`config.mk`:
```
export PLATFORM = sky130hd
export DESIGN_NAME = led_pattern_gen_flat
export DESIGN_NICKNAME = d
export VERILOG_FILES = /design/src/rtl/led_pattern_gen_pkg.sv /design/src/rtl/led_pattern_gen_if.sv /design/src/rtl/led_pattern_gen_tick_gen.sv /design/src/rtl/led_pattern_gen.sv /design/src/flat_wrapper.sv
export SDC_FILE = /design/constraint.sdc
export NUM_CORES = 1
export LEC_CHECK = 0
export BUFFER_PORTS_ARGS = -buffer_cell sky130_fd_sc_hd__buf_2
export CAP_MARGIN = 10
export CORE_AREA = 2 2 71 73
export DETAILED_ROUTE_END_ITERATION = 16
export DIE_AREA = 0 0 73 75
export PLACE_DENSITY = 0.7
export REMOVE_ABC_BUFFERS = 1
export SLEW_MARGIN = 20
export SYNTH_ARGS = -nofsm -noshare
export SYNTH_HDL_FRONTEND = slang
export SYNTH_SLANG_ARGS = --single-unit
```
`constraint.sdc`:
```
create_clock -name clk -period 3.5 [get_ports clk]
set_input_delay 0.7 -clock clk [delete_from_list [all_inputs] [get_ports clk]]
set_output_delay 0.7 -clock clk [all_outputs]
set_load 0.01 [all_outputs]
```
`src/rtl/led_pattern_gen_pkg.sv`:
```
// led_pkg: shared types and helpers for the LED pattern generator
package led_pkg;

    typedef enum logic [1:0] {
        MODE_BIN_UP,
        MODE_BIN_DOWN,
        MODE_GRAY,
        MODE_SCAN
    } mode_t;

    typedef enum logic {
        DIR_UP,
        DIR_DOWN
    } dir_t;

    function automatic logic [31:0] gray(input logic [31:0] v);
        return v ^ (v >> 1);
    endfunction

    function automatic int div_width(input int div);
        return (div >= 2) ? $clog2(div) : 1;
    endfunction

endpackage

```
`src/rtl/led_pattern_gen_if.sv`:
```
// led_if: control inputs and LED/status outputs of the pattern generator
interface led_if #(
    parameter int N_LED = 6
);
    logic             en_i;
    logic             step_i;
    logic [1:0]       mode_i;
    logic [N_LED-1:0] led_o;
    logic             tick_o;
    logic [1:0]       mode_o;

    modport master (output en_i, step_i, mode_i, input led_o, tick_o, mode_o);
    modport slave  (input en_i, step_i, mode_i, output led_o, tick_o, mode_o);
endinterface

```
`src/rtl/led_pattern_gen_tick_gen.sv`:
```
// tick_gen: prescaler producing one tick every DIV cycles while enabled
module tick_gen
    import led_pkg::*;
#(
    parameter int DIV = 5
) (
    input  logic clk,
    input  logic rst_i,
    input  logic en_i,
    output logic tick_o
);
    localparam int W = div_width(DIV);

    if (DIV < 2) begin : g_bad_div
        $error("tick_gen: DIV must be at least 2");
    end

    logic [W-1:0] pre;

    assign tick_o = en_i && !rst_i && (pre == W'(DIV - 1));

    // Count while enabled; pausing or wrapping returns to zero so each run starts a full period
    always_ff @(posedge clk) begin
        pre <= (rst_i || !en_i || tick_o) ? '0 : pre + W'(1);
    end
endmodule

```
`src/rtl/led_pattern_gen.sv`:
```
// led_pattern_gen: prescaled LED pattern generator with four selectable patterns
module led_pattern_gen
    import led_pkg::*;
#(
    parameter int CLK_HZ     = 27_000_000,
    parameter int STEP_HZ    = 2,
    parameter int N_LED      = 6,
    parameter bit ACTIVE_LOW = 1'b1
) (
    input logic clk,
    input logic rst_i,
    led_if.slave bus
);
    localparam int DIV = CLK_HZ / STEP_HZ;
    localparam int PW  = $clog2(N_LED);

    if (N_LED < 2 || N_LED > 32) begin : g_bad_n
        $error("led_pattern_gen: N_LED must be in 2..32");
    end

    mode_t            mode_q, mode_n, mode_req;
    dir_t             dir, dir_n;
    logic [N_LED-1:0] cnt, cnt_n, pat;
    logic [PW-1:0]    pos, pos_n;
    logic             tick, adv;

    tick_gen #(.DIV(DIV)) u_tick (
        .clk    (clk),
        .rst_i  (rst_i),
        .en_i   (bus.en_i),
        .tick_o (tick)
    );

    assign adv      = tick | (bus.step_i & ~bus.en_i);
    assign mode_req = mode_t'(bus.mode_i);

    // Pattern state register; reset adopts the requested mode directly
    always_ff @(posedge clk) begin
        if (rst_i) begin
            mode_q <= mode_req;
            cnt    <= '0;
            pos    <= '0;
            dir    <= DIR_UP;
        end else begin
            mode_q <= mode_n;
            cnt    <= cnt_n;
            pos    <= pos_n;
            dir    <= dir_n;
        end
    end

    // Advance: a mode change loads the init state, otherwise step counter and scanner
    always_comb begin
        mode_n = mode_q;
        cnt_n  = cnt;
        pos_n  = pos;
        dir_n  = dir;
        if (adv && mode_req != mode_q) begin
            mode_n = mode_req;
            cnt_n  = '0;
            pos_n  = '0;
            dir_n  = DIR_UP;
        end else if (adv) begin
            cnt_n = (mode_q == MODE_BIN_DOWN) ? cnt - N_LED'(1) : cnt + N_LED'(1);
            pos_n = (dir == DIR_UP) ? pos + PW'(1) : pos - PW'(1);
            dir_n = (dir == DIR_UP) ? ((pos == PW'(N_LED - 2)) ? DIR_DOWN : DIR_UP)
                                    : ((pos == PW'(1)) ? DIR_UP : DIR_DOWN);
        end
    end

    // Output mapping straight from registers, polarity applied last
    always_comb begin
        pat = (mode_q == MODE_SCAN) ? (N_LED'(1) << pos)
            : (mode_q == MODE_GRAY) ? N_LED'(gray(32'(cnt)))
            : cnt;
    end

    assign bus.led_o  = ACTIVE_LOW ? ~pat : pat;
    assign bus.tick_o = tick;
    assign bus.mode_o = mode_q;
endmodule

```
`src/flat_wrapper.sv`:
```
// flat-port wrapper written by rule: the top's interface ports become plain ports
module led_pattern_gen_flat import led_pkg::*;
#(
    parameter int CLK_HZ     = 27_000_000,
    parameter int STEP_HZ    = 2,
    parameter int N_LED      = 6,
    parameter bit ACTIVE_LOW = 1'b1
)
  (clk, rst_i, bus_en_i, bus_step_i, bus_mode_i, bus_led_o, bus_tick_o, bus_mode_o);
  led_if #(.N_LED(N_LED)) bus_i ();
  input logic clk;
  input logic rst_i;
  input wire logic [$bits(bus_i.en_i)-1:0] bus_en_i;
  input wire logic [$bits(bus_i.step_i)-1:0] bus_step_i;
  input wire logic [$bits(bus_i.mode_i)-1:0] bus_mode_i;
  output wire logic [$bits(bus_i.led_o)-1:0] bus_led_o;
  output wire logic [$bits(bus_i.tick_o)-1:0] bus_tick_o;
  output wire logic [$bits(bus_i.mode_o)-1:0] bus_mode_o;
  assign bus_i.en_i = bus_en_i;
  assign bus_i.step_i = bus_step_i;
  assign bus_i.mode_i = bus_mode_i;
  assign bus_led_o = bus_i.led_o;
  assign bus_tick_o = bus_i.tick_o;
  assign bus_mode_o = bus_i.mode_o;
  led_pattern_gen #(.CLK_HZ(CLK_HZ), .STEP_HZ(STEP_HZ), .N_LED(N_LED), .ACTIVE_LOW(ACTIVE_LOW)) u_core (.clk(clk), .rst_i(rst_i), .bus(bus_i));
endmodule
```
==> results of run 1 <==
[metal layers]
metal	share of wire	wire, um	GRT usage	up-vias
met2	0.47	1840	0.281	27
li1	-	-	-	864
met4	0.014	55	0.0494	0
met1	0.48	1890	0.186	782
met5	0	0	0	-
met3	0.034	132	0.0482	5
[cells in the final DEF (no fill, tap or decap), types with 3 or more instances in the layout]
master	instances
sky130_fd_sc_hd__o21ai_0	8
sky130_fd_sc_hd__xnor2_1	8
sky130_fd_sc_hd__nor2_1	39
sky130_fd_sc_hd__a22oi_1	5
sky130_fd_sc_hd__o32ai_1	3
sky130_fd_sc_hd__ha_1	8
sky130_fd_sc_hd__or3_1	3
sky130_fd_sc_hd__nand3_1	11
sky130_fd_sc_hd__nand4_1	9
sky130_fd_sc_hd__dfxtp_1	34
sky130_fd_sc_hd__o31ai_1	3
sky130_fd_sc_hd__nand2_1	20
sky130_fd_sc_hd__a31oi_1	4
sky130_fd_sc_hd__clkbuf_8	6
sky130_fd_sc_hd__xor2_1	20
sky130_fd_sc_hd__a21oi_1	6
sky130_fd_sc_hd__inv_1	10
sky130_fd_sc_hd__buf_2	14
sky130_fd_sc_hd__nor4_1	3
sky130_fd_sc_hd__nand2b_1	5
[kinds of logic after synthesis]
kind of cell               after synthesis  share of synthesized area
and+or+nand+nor                        107                      0.265
buffers and inverters                   20                     0.0420
xor gates and xnor gates                28                      0.121
muxes                                    1                    0.00556
adders and majority gates                8                     0.0494
DFF                                     36                      0.365
AOI/OAI and AO/OA                       40                      0.151
[per-stage QoR]
step	cells	setup WS [ns]	area, sq um	hold slack [ns]	total power [mW]
floorplan	230	1.25	1980	0.430	0.497
global placement	300	1.03	2130	0.446	0.520
detailed placement	300	0.972	2130	0.459	0.521
CTS	308	0.855	2220	0.476	0.828
global route	308	0.657	2220	0.510	0.859
finish	308	0.901	2220	0.469	0.818
[state kept, by name, summed over array words and instances, names as in the netlist]
| name | cells |
|---|---|
| u_core.u_tick.pre | 24 |
| u_core.cnt | 6 |
| u_core.pos | 3 |
| u_core.bus.mode_o | 2 |
| u_core.dir | 1 |
[path summary, 6_finish.rpt]
check,startpoint,end,slack (ns),depth (start not counted)
hold / removal,u_core.u_tick.pre[0]$_SDFF_PP0_,u_core.u_tick.pre[0]$_SDFF_PP0_,0.47,1
hold reg to reg,u_core.u_tick.pre[0]$_SDFF_PP0_,u_core.u_tick.pre[0]$_SDFF_PP0_,0.47,1
setup / recovery,u_core.u_tick.pre[0]$_SDFF_PP0_,bus_tick_o,0.90,5
setup reg to reg,u_core.bus.mode_o[0]$_DFFE_PP_,u_core.cnt[2]$_SDFFE_PP0P_,1.27,6
[power breakdown]
group | leakage [nW] | switching [mW] | internal, mW
Clock | 0.0455 | 0.146 | 0.160
Combinational | 0.387 | 0.0452 | 0.0332
Sequential | 0.295 | 0.0132 | 0.420
[final cells by class]
cell class | instances | area share
inverter | 10 | 0.0169
tap | 54 | 0.0304
timing repair buffer | 16 | 0.0383
sequential | 36 | 0.333
multi-input combinational | 184 | 0.541
clock buffer | 8 | 0.0405
==> results.py, run 1 <==
metrics = {
    "synthesis": {
        "synth_top_flop_cell": "sky130_fd_sc_hd__dfxtp_1",
        "synth-seq-cells": 36,
        "yosysWarningCount": 0,
        "count_of_flip_flops_with_a_built_in_enable_after_synthesis": 2,
        "syn-mean-instance-area_sq_um": 8.45,
        "synthesis.instances": 240,
        "post_synth_most_frequent_cells": "39 x sky130_fd_sc_hd__nor2_1, 34 x sky130_fd_sc_hd__dfxtp_1, 20 x sky130_fd_sc_hd__nand2_1, 20 x sky130_fd_sc_hd__xor2_1, 11 x sky130_fd_sc_hd__nand3_1",
        "dominant_cell_by_count_in_the_synthesized_netlist": "sky130_fd_sc_hd__nor2_1",
        "yosysSeqAreaShare": 0.365,
        "synth_cell_types": 48,
        "synth_area_sq_mm": 0.00203,
        "postSynth.asyncResetShare": 0,
        "synth_top_area_frac": 0.336,
        "synth_largest_area_cell": "sky130_fd_sc_hd__dfxtp_1",
        "synth.top_cells.by_area": "sky130_fd_sc_hd__dfxtp_1 34%, sky130_fd_sc_hd__xor2_1 8.6%, sky130_fd_sc_hd__nor2_1 7.2%",
    },
    "clock_tree": {
        "cts_sinks": 36,
        "htree_levels": 2,
        "tritoncts": "built",
        "post_cts.resized_instances": 0,
        "cts.hold.buffers_added": 0,
        "ctsLongestPathBuffers": 2,
        "cts_root_buffer": "sky130_fd_sc_hd__clkbuf_8",
        "post-cts-setup-buffers": 0,
        "clkTransAtPathRegs_ns": 0.07,
        "cts_inserted_buffers": 5,
        "insertion_delay_ns": 0.29,
    },
    "floorplanning": {
        "num_rows": 25,
        "start_util": 0.435,
        "die_w_um": 73,
        "ioPinCount": 15,
        "core-area_sq_mm": 0.00466,
        "fp.dieH_um": 75,
        "die-area_sq_mm": 0.00548,
    },
    "global_route": {
        "grt_pass1_vias": 1557,
        "grt_pass1_wl_um": 6800,
        "grt.total_usage": 0.159,
        "overflow": 0,
        "initial_antenna_violation_count": 0,
        "pin_count_of_the_biggest_net_entering_global_routing": 24,
    },
    "detailed_routing": {
        "ant_nets_after_route": 0,
        "detailedRoute.firstIterationViolations": 114,
        "detail_route.vias_per_cell": 5.45,
        "drt_pre_antenna_iters": 4,
        "post_drt_wl_per_cell_um": 12.7,
        "wirelength_um": 3910,
        "num_vias": 1678,
        "drc": 0,
    },
    "worst_setup_path": {
        "critPathBufInv": 1,
        "path_cells": "ha_1 -> and4_1 -> nand3_1 -> nor4_1 -> buf_2",
        "critPathRequiredTime_ns": 2.80,
        "critical-path-top-delay-family": "simple AND/OR/NAND/NOR gates",
        "cpPeakStageDelay_ns": 0.43,
        "worst-setup-path-type": "flop to output port",
        "critPathArrivalTime_ns": 1.90,
        "crit_slowest_cell": "sky130_fd_sc_hd__nor4_1",
        "setup.worst_path.start_class": "flop",
        "worstPathMaxFanout": 4,
        "critical_path.endpoint_type": "output port",
    },
    "timing": {
        "finalClockSkew_ns": 0.00574,
        "rsz_0062_raised_after_global_routing": "false",
        "max_slew_violation_count": 0,
        "max_slew_margin": 0.600,
        "final-setup-viol-count": 0,
        "finalSetupTns_ns": 0,
        "timing.final.crit_share": 0.743,
        "final-hold-violation-count": 0,
        "maxClockFrequency_ghz": 0.385,
        "worst_pin_slew_ns": 0.596,
        "fin_crit_ns": 2.60,
    },
    "finish": {
        "post-route-util": 0.477,
        "multi_input_comb_area_sq_mm": 0.00120,
        "share_of_layout_cells_above_drive_strength_1": 0.130,
        "regArea_sq_um": 741,
        "filler_cell_count": 451,
        "layout.nets": 267,
        "area_growth_pct": 9.63,
        "n_antenna_cell": 0,
    },
    "placement": {
        "place_congestion": 0.779,
        "hpwl_um": 2770,
        "port-buffer-count": 14,
    },
    "job": {
        "max_cap_viol_count": 0,
    },
    "worst_hold_path": {
        "hold_path_class": "flop to flop",
    },
    "status": {
        "run_status": "completed",
    },
    "power": {
        "power_density_mw_per_mm2": 368,
        "vdd_ir_drop_max_uv": 181,
        "total_leakage_power_nw": 0.727,
    },
}
Power figures use the tool's default switching activity.
==> inputs of run 2 (changes only) <==
- PLACE_DENSITY: 0.7 -> 0.73
- clock period: 3.5 -> 2.2 ns (I/O delays scaled with it)
==> results.py, run 2 (synthesized netlist as in run 1, its figures left out) <==
metrics = {
    "status": {
        "run_status": "completed",
    },
    "worst_setup_path": {
        "setup.worst_path.start_class": "flop",
        "crit_slowest_cell": "sky130_fd_sc_hd__or3_1",
        "critPathArrivalTime_ns": 1.67,
        "ff2ff_path_depth": 4,
        "worstPathMaxFanout": 4,
        "path_cells": "nand2_1 -> or3_1 -> nor4_4 -> buf_2",
        "timing.reg2reg.setup_slack_ns": 0.22,
        "regToRegEndpoint": "u_core.bus.mode_o[0]$_DFFE_PP_",
        "critical_path.endpoint_type": "output port",
        "r2r_start": "u_core.u_tick.pre[12]$_SDFF_PP0_",
        "critPathRequiredTime_ns": 1.76,
        "cpPeakStageDelay_ns": 0.41,
        "worst-setup-path-type": "flop to output port",
    },
    "finish": {
        "mostFrequentLayoutCells": "39 x sky130_fd_sc_hd__nor2_1, 33 x sky130_fd_sc_hd__dfxtp_1, 20 x sky130_fd_sc_hd__nand2_1, 20 x sky130_fd_sc_hd__xor2_1, 14 x sky130_fd_sc_hd__buf_2",
        "area_growth_pct": 12.4,
        "largest_reg_flops": 24,
        "multi_input_comb_area_sq_mm": 0.00123,
        "largest_register": "u_core.u_tick.pre",
        "share_of_layout_cells_above_drive_strength_1": 0.166,
        "n_antenna_cell": 0,
        "layout.nets": 272,
        "layout_top_registers": "u_core.u_tick.pre: 24 flops, u_core.cnt: 6 flops, u_core.pos: 3 flops",
        "finalNonFillerCells": 313,
        "regArea_sq_um": 742,
        "filler_cell_count": 441,
        "layout.cells.most_common": "sky130_fd_sc_hd__nor2_1",
    },
    "clock_tree": {
        "post-cts-setup-buffers": 0,
        "ctsLongestPathBuffers": 2,
        "cts.hold.buffers_added": 0,
        "insertion_delay_ns": 0.29,
        "cts_sinks": 36,
        "clkTransAtPathRegs_ns": 0.07,
        "htree_levels": 2,
        "tritoncts": "built",
        "cts_inserted_buffers": 5,
        "cts_root_buffer": "sky130_fd_sc_hd__clkbuf_8",
    },
    "worst_hold_path": {
        "hold_path_class": "input pin to flop",
        "hold_path_startpoint": "bus_mode_i[1]",
        "holdPathEnd": "u_core.bus.mode_o[1]$_DFFE_PP_",
        "hold-path-cell-count": 1,
    },
    "placement": {
        "place_congestion": 0.799,
        "port-buffer-count": 14,
        "placedCellCount": 305,
        "hpwl_um": 2950,
    },
    "floorplanning": {
        "start_util": 0.435,
        "die-area_sq_mm": 0.00548,
        "num_rows": 25,
        "fp.dieH_um": 75,
        "core-area_sq_mm": 0.00466,
        "ioPinCount": 15,
        "die_w_um": 73,
    },
    "global_route": {
        "grt.total_usage": 0.165,
        "initial_antenna_violation_count": 0,
        "grt_pass1_vias": 1552,
        "overflow": 0,
        "grt_pass1_wl_um": 6820,
        "pin_count_of_the_biggest_net_entering_global_routing": 24,
    },
    "detailed_routing": {
        "ant_nets_after_route": 0,
        "num_vias": 1684,
        "drc": 0,
        "detailedRoute.firstIterationViolations": 78,
        "detail_route.vias_per_cell": 5.38,
        "post_drt_wl_per_cell_um": 12.6,
        "wirelength_um": 3960,
        "drt_pre_antenna_iters": 7,
    },
    "power": {
        "power_density_mw_per_mm2": 555,
        "total_leakage_power_nw": 0.761,
        "vdd_ir_drop_max_uv": 352,
        "finalPower_mw": 1.27,
    },
    "timing": {
        "rsz_0062_raised_after_global_routing": "false",
        "finalClockSkew_ns": 0.00674,
        "timing.final.crit_share": 0.961,
        "fin_crit_ns": 2.11,
        "max_slew_violation_count": 0,
        "final-setup-viol-count": 0,
        "finalSetupTns_ns": 0,
        "max_slew_margin": 0.575,
        "worst_pin_slew_ns": 0.635,
        "maxClockFrequency_ghz": 0.473,
        "final-hold-violation-count": 0,
    },
    "job": {
        "max_cap_viol_count": 0,
    },
}
run 2: power breakdown:
part	total (mW)	leakage (nW)	internal, mW	switching (mW)
combinational	0.142	0.424	0.0586	0.0833
sequential	0.680	0.295	0.669	0.0114
clock	0.444	0.0422	0.222	0.222
run 2: final cells by class:
class,instances,area share
multi-input cells,184,0.539
flip-flops and latches,36,0.326
repair buffers,21,0.0538
clock buffers,7,0.0335
well taps,54,0.0297
inverters,10,0.0165
clock inverters,1,0.00220
run 2: how the worst max path moves through the flow:
stage	startpoint	to	slack, ns	cells after the start
6_report	u_core.u_tick.pre[10]$_SDFF_PP0_	bus_tick_o	0.09	4
5_1_grt	u_core.u_tick.pre[10]$_SDFF_PP0_	bus_tick_o	0.006	4
4_1_cts	u_core.u_tick.pre[0]$_SDFF_PP0_	bus_tick_o	0.003	5
3_5_place_dp	u_core.u_tick.pre[0]$_SDFF_PP0_	bus_tick_o	0.14	5
3_3_place_gp	u_core.u_tick.pre[0]$_SDFF_PP0_	bus_tick_o	0.20	5
2_1_floorplan	u_core.u_tick.pre[21]$_SDFF_PP0_	u_core.u_tick.pre[10]$_SDFF_PP0_	0.09	4
run 2: critical path, delay by kind of cell, from the launching register on:
family | cells | cell delay (ns)
simple gates | 3 | 0.84
flops | 1 | 0.36
buf+inv | 1 | 0.18
run 2: layer usage:
| metal | track usage | routed length, um | up-vias |
|---|---|---|---|
| met2 | 0.273 | 1890 | 29 |
| met4 | 0.0905 | 69 | 0 |
| met5 | 0 | 0 | - |
| met1 | 0.195 | 1870 | 773 |
| met3 | 0.0455 | 128 | 7 |
| li1 | - | - | 875 |
run 2: through the flow:
stage          cell area (sq um)  setup slack [ns]  hold WS, ns  utilization
4_1_cts                     2270           0.00267        0.346        0.487
5_1_grt                     2280           0.00556        0.345        0.489
3_5_place_dp                2170             0.144        0.456        0.466
2_1_floorplan               1980            0.0895        0.430            -
6_report                    2280            0.0868        0.351        0.489
3_3_place_gp                2170             0.197        0.445        0.466
run 2: repair_timing:
action	in CTS	in global routing
resized for setup	4	2
pin swaps	1	1
setup endpoints to repair	1	1
==> inputs of run 3 (changes only) <==
- ABC_AREA: unset -> 1
- CORE_AREA: 2 2 71 73 -> 2 2 75 77
- DIE_AREA: 0 0 73 75 -> 0 0 77 79
==> results.py, run 3 <==
metrics = {
    "status": {
        "run_status": "completed",
    },
    "detailed_routing": {
        "ant_nets_after_route": 0,
        "detailedRoute.firstIterationViolations": 61,
        "detail_route.vias_per_cell": 4.88,
        "wirelength_um": 4570,
        "drt_pre_antenna_iters": 5,
        "drc": 0,
        "post_drt_wl_per_cell_um": 11.2,
        "num_vias": 1994,
    },
    "synthesis": {
        "synthesis.instances": 321,
        "synth.top_cells.by_area": "sky130_fd_sc_hd__dfxtp_1 30%, sky130_fd_sc_hd__nand2_1 14%, sky130_fd_sc_hd__inv_1 5.7%",
        "dominant_cell_by_count_in_the_synthesized_netlist": "sky130_fd_sc_hd__nand2_1",
        "count_of_flip_flops_with_a_built_in_enable_after_synthesis": 2,
        "synth_cell_types": 36,
        "postSynth.asyncResetShare": 0,
        "yosysWarningCount": 0,
        "synth_top_area_frac": 0.296,
        "synth_top_flop_cell": "sky130_fd_sc_hd__dfxtp_1",
        "post_synth_most_frequent_cells": "84 x sky130_fd_sc_hd__nand2_1, 35 x sky130_fd_sc_hd__inv_1, 34 x sky130_fd_sc_hd__dfxtp_1",
        "syn-mean-instance-area_sq_um": 7.15,
        "yosysSeqAreaShare": 0.323,
        "synth_largest_area_cell": "sky130_fd_sc_hd__dfxtp_1",
        "synth-seq-cells": 36,
        "synth_area_sq_mm": 0.00230,
    },
    "finish": {
        "largest_reg_flops": 24,
        "multi_input_comb_area_sq_mm": 0.00136,
        "layout_top_registers": "u_core.u_tick.pre: 24 flops, u_core.cnt: 6 flops, u_core.pos: 3 flops",
        "filler_cell_count": 571,
        "share_of_layout_cells_above_drive_strength_1": 0.172,
        "mostFrequentLayoutCells": "84 x sky130_fd_sc_hd__nand2_1, 35 x sky130_fd_sc_hd__inv_1, 33 x sky130_fd_sc_hd__dfxtp_1",
        "n_antenna_cell": 0,
        "regArea_sq_um": 742,
        "layout.nets": 350,
        "largest_register": "u_core.u_tick.pre",
        "area_growth_pct": 8.94,
        "stdcell_area_sq_mm": 0.00250,
        "layout.cells.most_common": "sky130_fd_sc_hd__nand2_1",
    },
    "power": {
        "finalPower_mw": 1.32,
        "total_leakage_power_nw": 0.914,
        "power_density_mw_per_mm2": 529,
        "vdd_ir_drop_max_uv": 366,
    },
    "floorplanning": {
        "core-area_sq_mm": 0.00534,
        "num_rows": 27,
        "die_w_um": 77,
        "fp.dieH_um": 79,
        "die-area_sq_mm": 0.00608,
        "start_util": 0.430,
        "ioPinCount": 15,
    },
    "global_route": {
        "grt_pass1_vias": 1863,
        "initial_antenna_violation_count": 0,
        "pin_count_of_the_biggest_net_entering_global_routing": 24,
        "overflow": 0,
        "grt.total_usage": 0.162,
        "grt_pass1_wl_um": 8070,
    },
    "placement": {
        "port-buffer-count": 14,
        "place_congestion": 0.879,
        "hpwl_um": 3390,
        "placement.cell_area_sq_mm": 0.00240,
    },
    "clock_tree": {
        "cts_sinks": 36,
        "tritoncts": "built",
        "cts_inserted_buffers": 5,
        "cts_root_buffer": "sky130_fd_sc_hd__clkbuf_8",
        "insertion_delay_ns": 0.29,
        "clkTransAtPathRegs_ns": 0.07,
        "htree_levels": 2,
        "cts.hold.buffers_added": 0,
        "ctsLongestPathBuffers": 2,
    },
    "timing": {
        "finalSetupTns_ns": 0,
        "worst_pin_slew_ns": 0.322,
        "final-hold-violation-count": 0,
        "max_slew_margin": 0.785,
        "fin_crit_ns": 2.05,
        "maxClockFrequency_ghz": 0.487,
        "final-setup-viol-count": 0,
        "max_slew_violation_count": 0,
        "finalHoldWorstSlack_ns": 0.353,
        "rsz_0062_raised_after_global_routing": "false",
        "finalClockSkew_ns": 0.00182,
        "timing.final.crit_share": 0.933,
    },
    "worst_setup_path": {
        "worst-setup-path-type": "flop to output port",
        "worstPathMaxFanout": 5,
        "critPathRequiredTime_ns": 1.76,
        "critPathArrivalTime_ns": 1.61,
        "critical_path.endpoint_type": "output port",
        "setup.worst_path.start_class": "flop",
    },
    "worst_hold_path": {
        "hold_path_class": "input pin to flop",
    },
    "job": {
        "max_cap_viol_count": 0,
    },
}
-- run 3: per-layer routing --
layer | global-route usage | vias up | wire [um]
li1 | - | 1057 | -
met1 | 0.193 | 892 | 2100
met2 | 0.281 | 35 | 2230
met3 | 0.0386 | 10 | 154
met4 | 0.0661 | 0 | 80
met5 | 0 | - | 0
-- run 3: cells by family (layout without fill, tap and decap cells) --
logic type | Yosys count | in the layout | synth area share
AND/OR/NAND/NOR | 176 | 176 | 0.366
buffers and inverters | 44 | 60 | 0.0888
AO/OA/AOI/OAI | 37 | 37 | 0.103
flip-flops | 36 | 36 | 0.323
XOR/XNOR | 20 | 20 | 0.0763
adder cells (fa/ha/maj) | 8 | 8 | 0.0436
-- run 3: timing repair --
action | CTS | global route
pin swaps | 1 | 0
endpoints found under the setup margin | 1 | 1
setup buffers | 1 | 0
resized for setup | 1 | 1
-- run 3: per-stage QoR --
stage / util / setup WS, ns / cells
2_1_floorplan: - / 0.426 / 313
3_3_place_gp: 0.449 / 0.317 / 400
3_5_place_dp: 0.449 / 0.235 / 400
4_1_cts: 0.468 / 0.0547 / 409
5_1_grt: 0.469 / 0.0546 / 409
6_report: 0.469 / 0.147 / 409
-- run 3: worst paths after layout --
kind | startpoint | to | slack (ns) | depth (start not counted)
setup / recovery | u_core.u_tick.pre[0]$_SDFF_PP0_ | bus_tick_o | 0.15 | 6
hold / removal | bus_mode_i[1] | u_core.bus.mode_o[1]$_DFFE_PP_ | 0.35 | 1
setup reg to reg | u_core.u_tick.pre[0]$_SDFF_PP0_ | u_core.bus.mode_o[1]$_DFFE_PP_ | 0.24 | 10
hold reg to reg | u_core.u_tick.pre[0]$_SDFF_PP0_ | u_core.u_tick.pre[0]$_SDFF_PP0_ | 0.44 | 1
-- run 3: critical path, cell delays in order, from the launching register on --
cell and delay, ns:
sky130_fd_sc_hd__dfxtp_2 0.36, sky130_fd_sc_hd__ha_1 0.19, sky130_fd_sc_hd__nand2_2 0.08, sky130_fd_sc_hd__nor2_4 0.12, sky130_fd_sc_hd__nand2_1 0.09, sky130_fd_sc_hd__nor4b_2 0.31
sky130_fd_sc_hd__buf_2 0.18
-- run 3: final cells by class --
cell class	count	share of cell area
Multi-Input combinational cell	241	0.543
Sequential cell	36	0.297
Inverter	36	0.0545
Clock buffer	8	0.0360
Tap cell	72	0.0360
Timing Repair Buffer	16	0.0340
-- run 3: report_power, final --
part / switching [mW] / total, mW / internal, mW
Clock: 0.223 / 0.478 / 0.255
Sequential: 0.0201 / 0.691 / 0.671
Combinational: 0.0940 / 0.155 / 0.0612
Total: 0.337 / 1.32 / 0.987
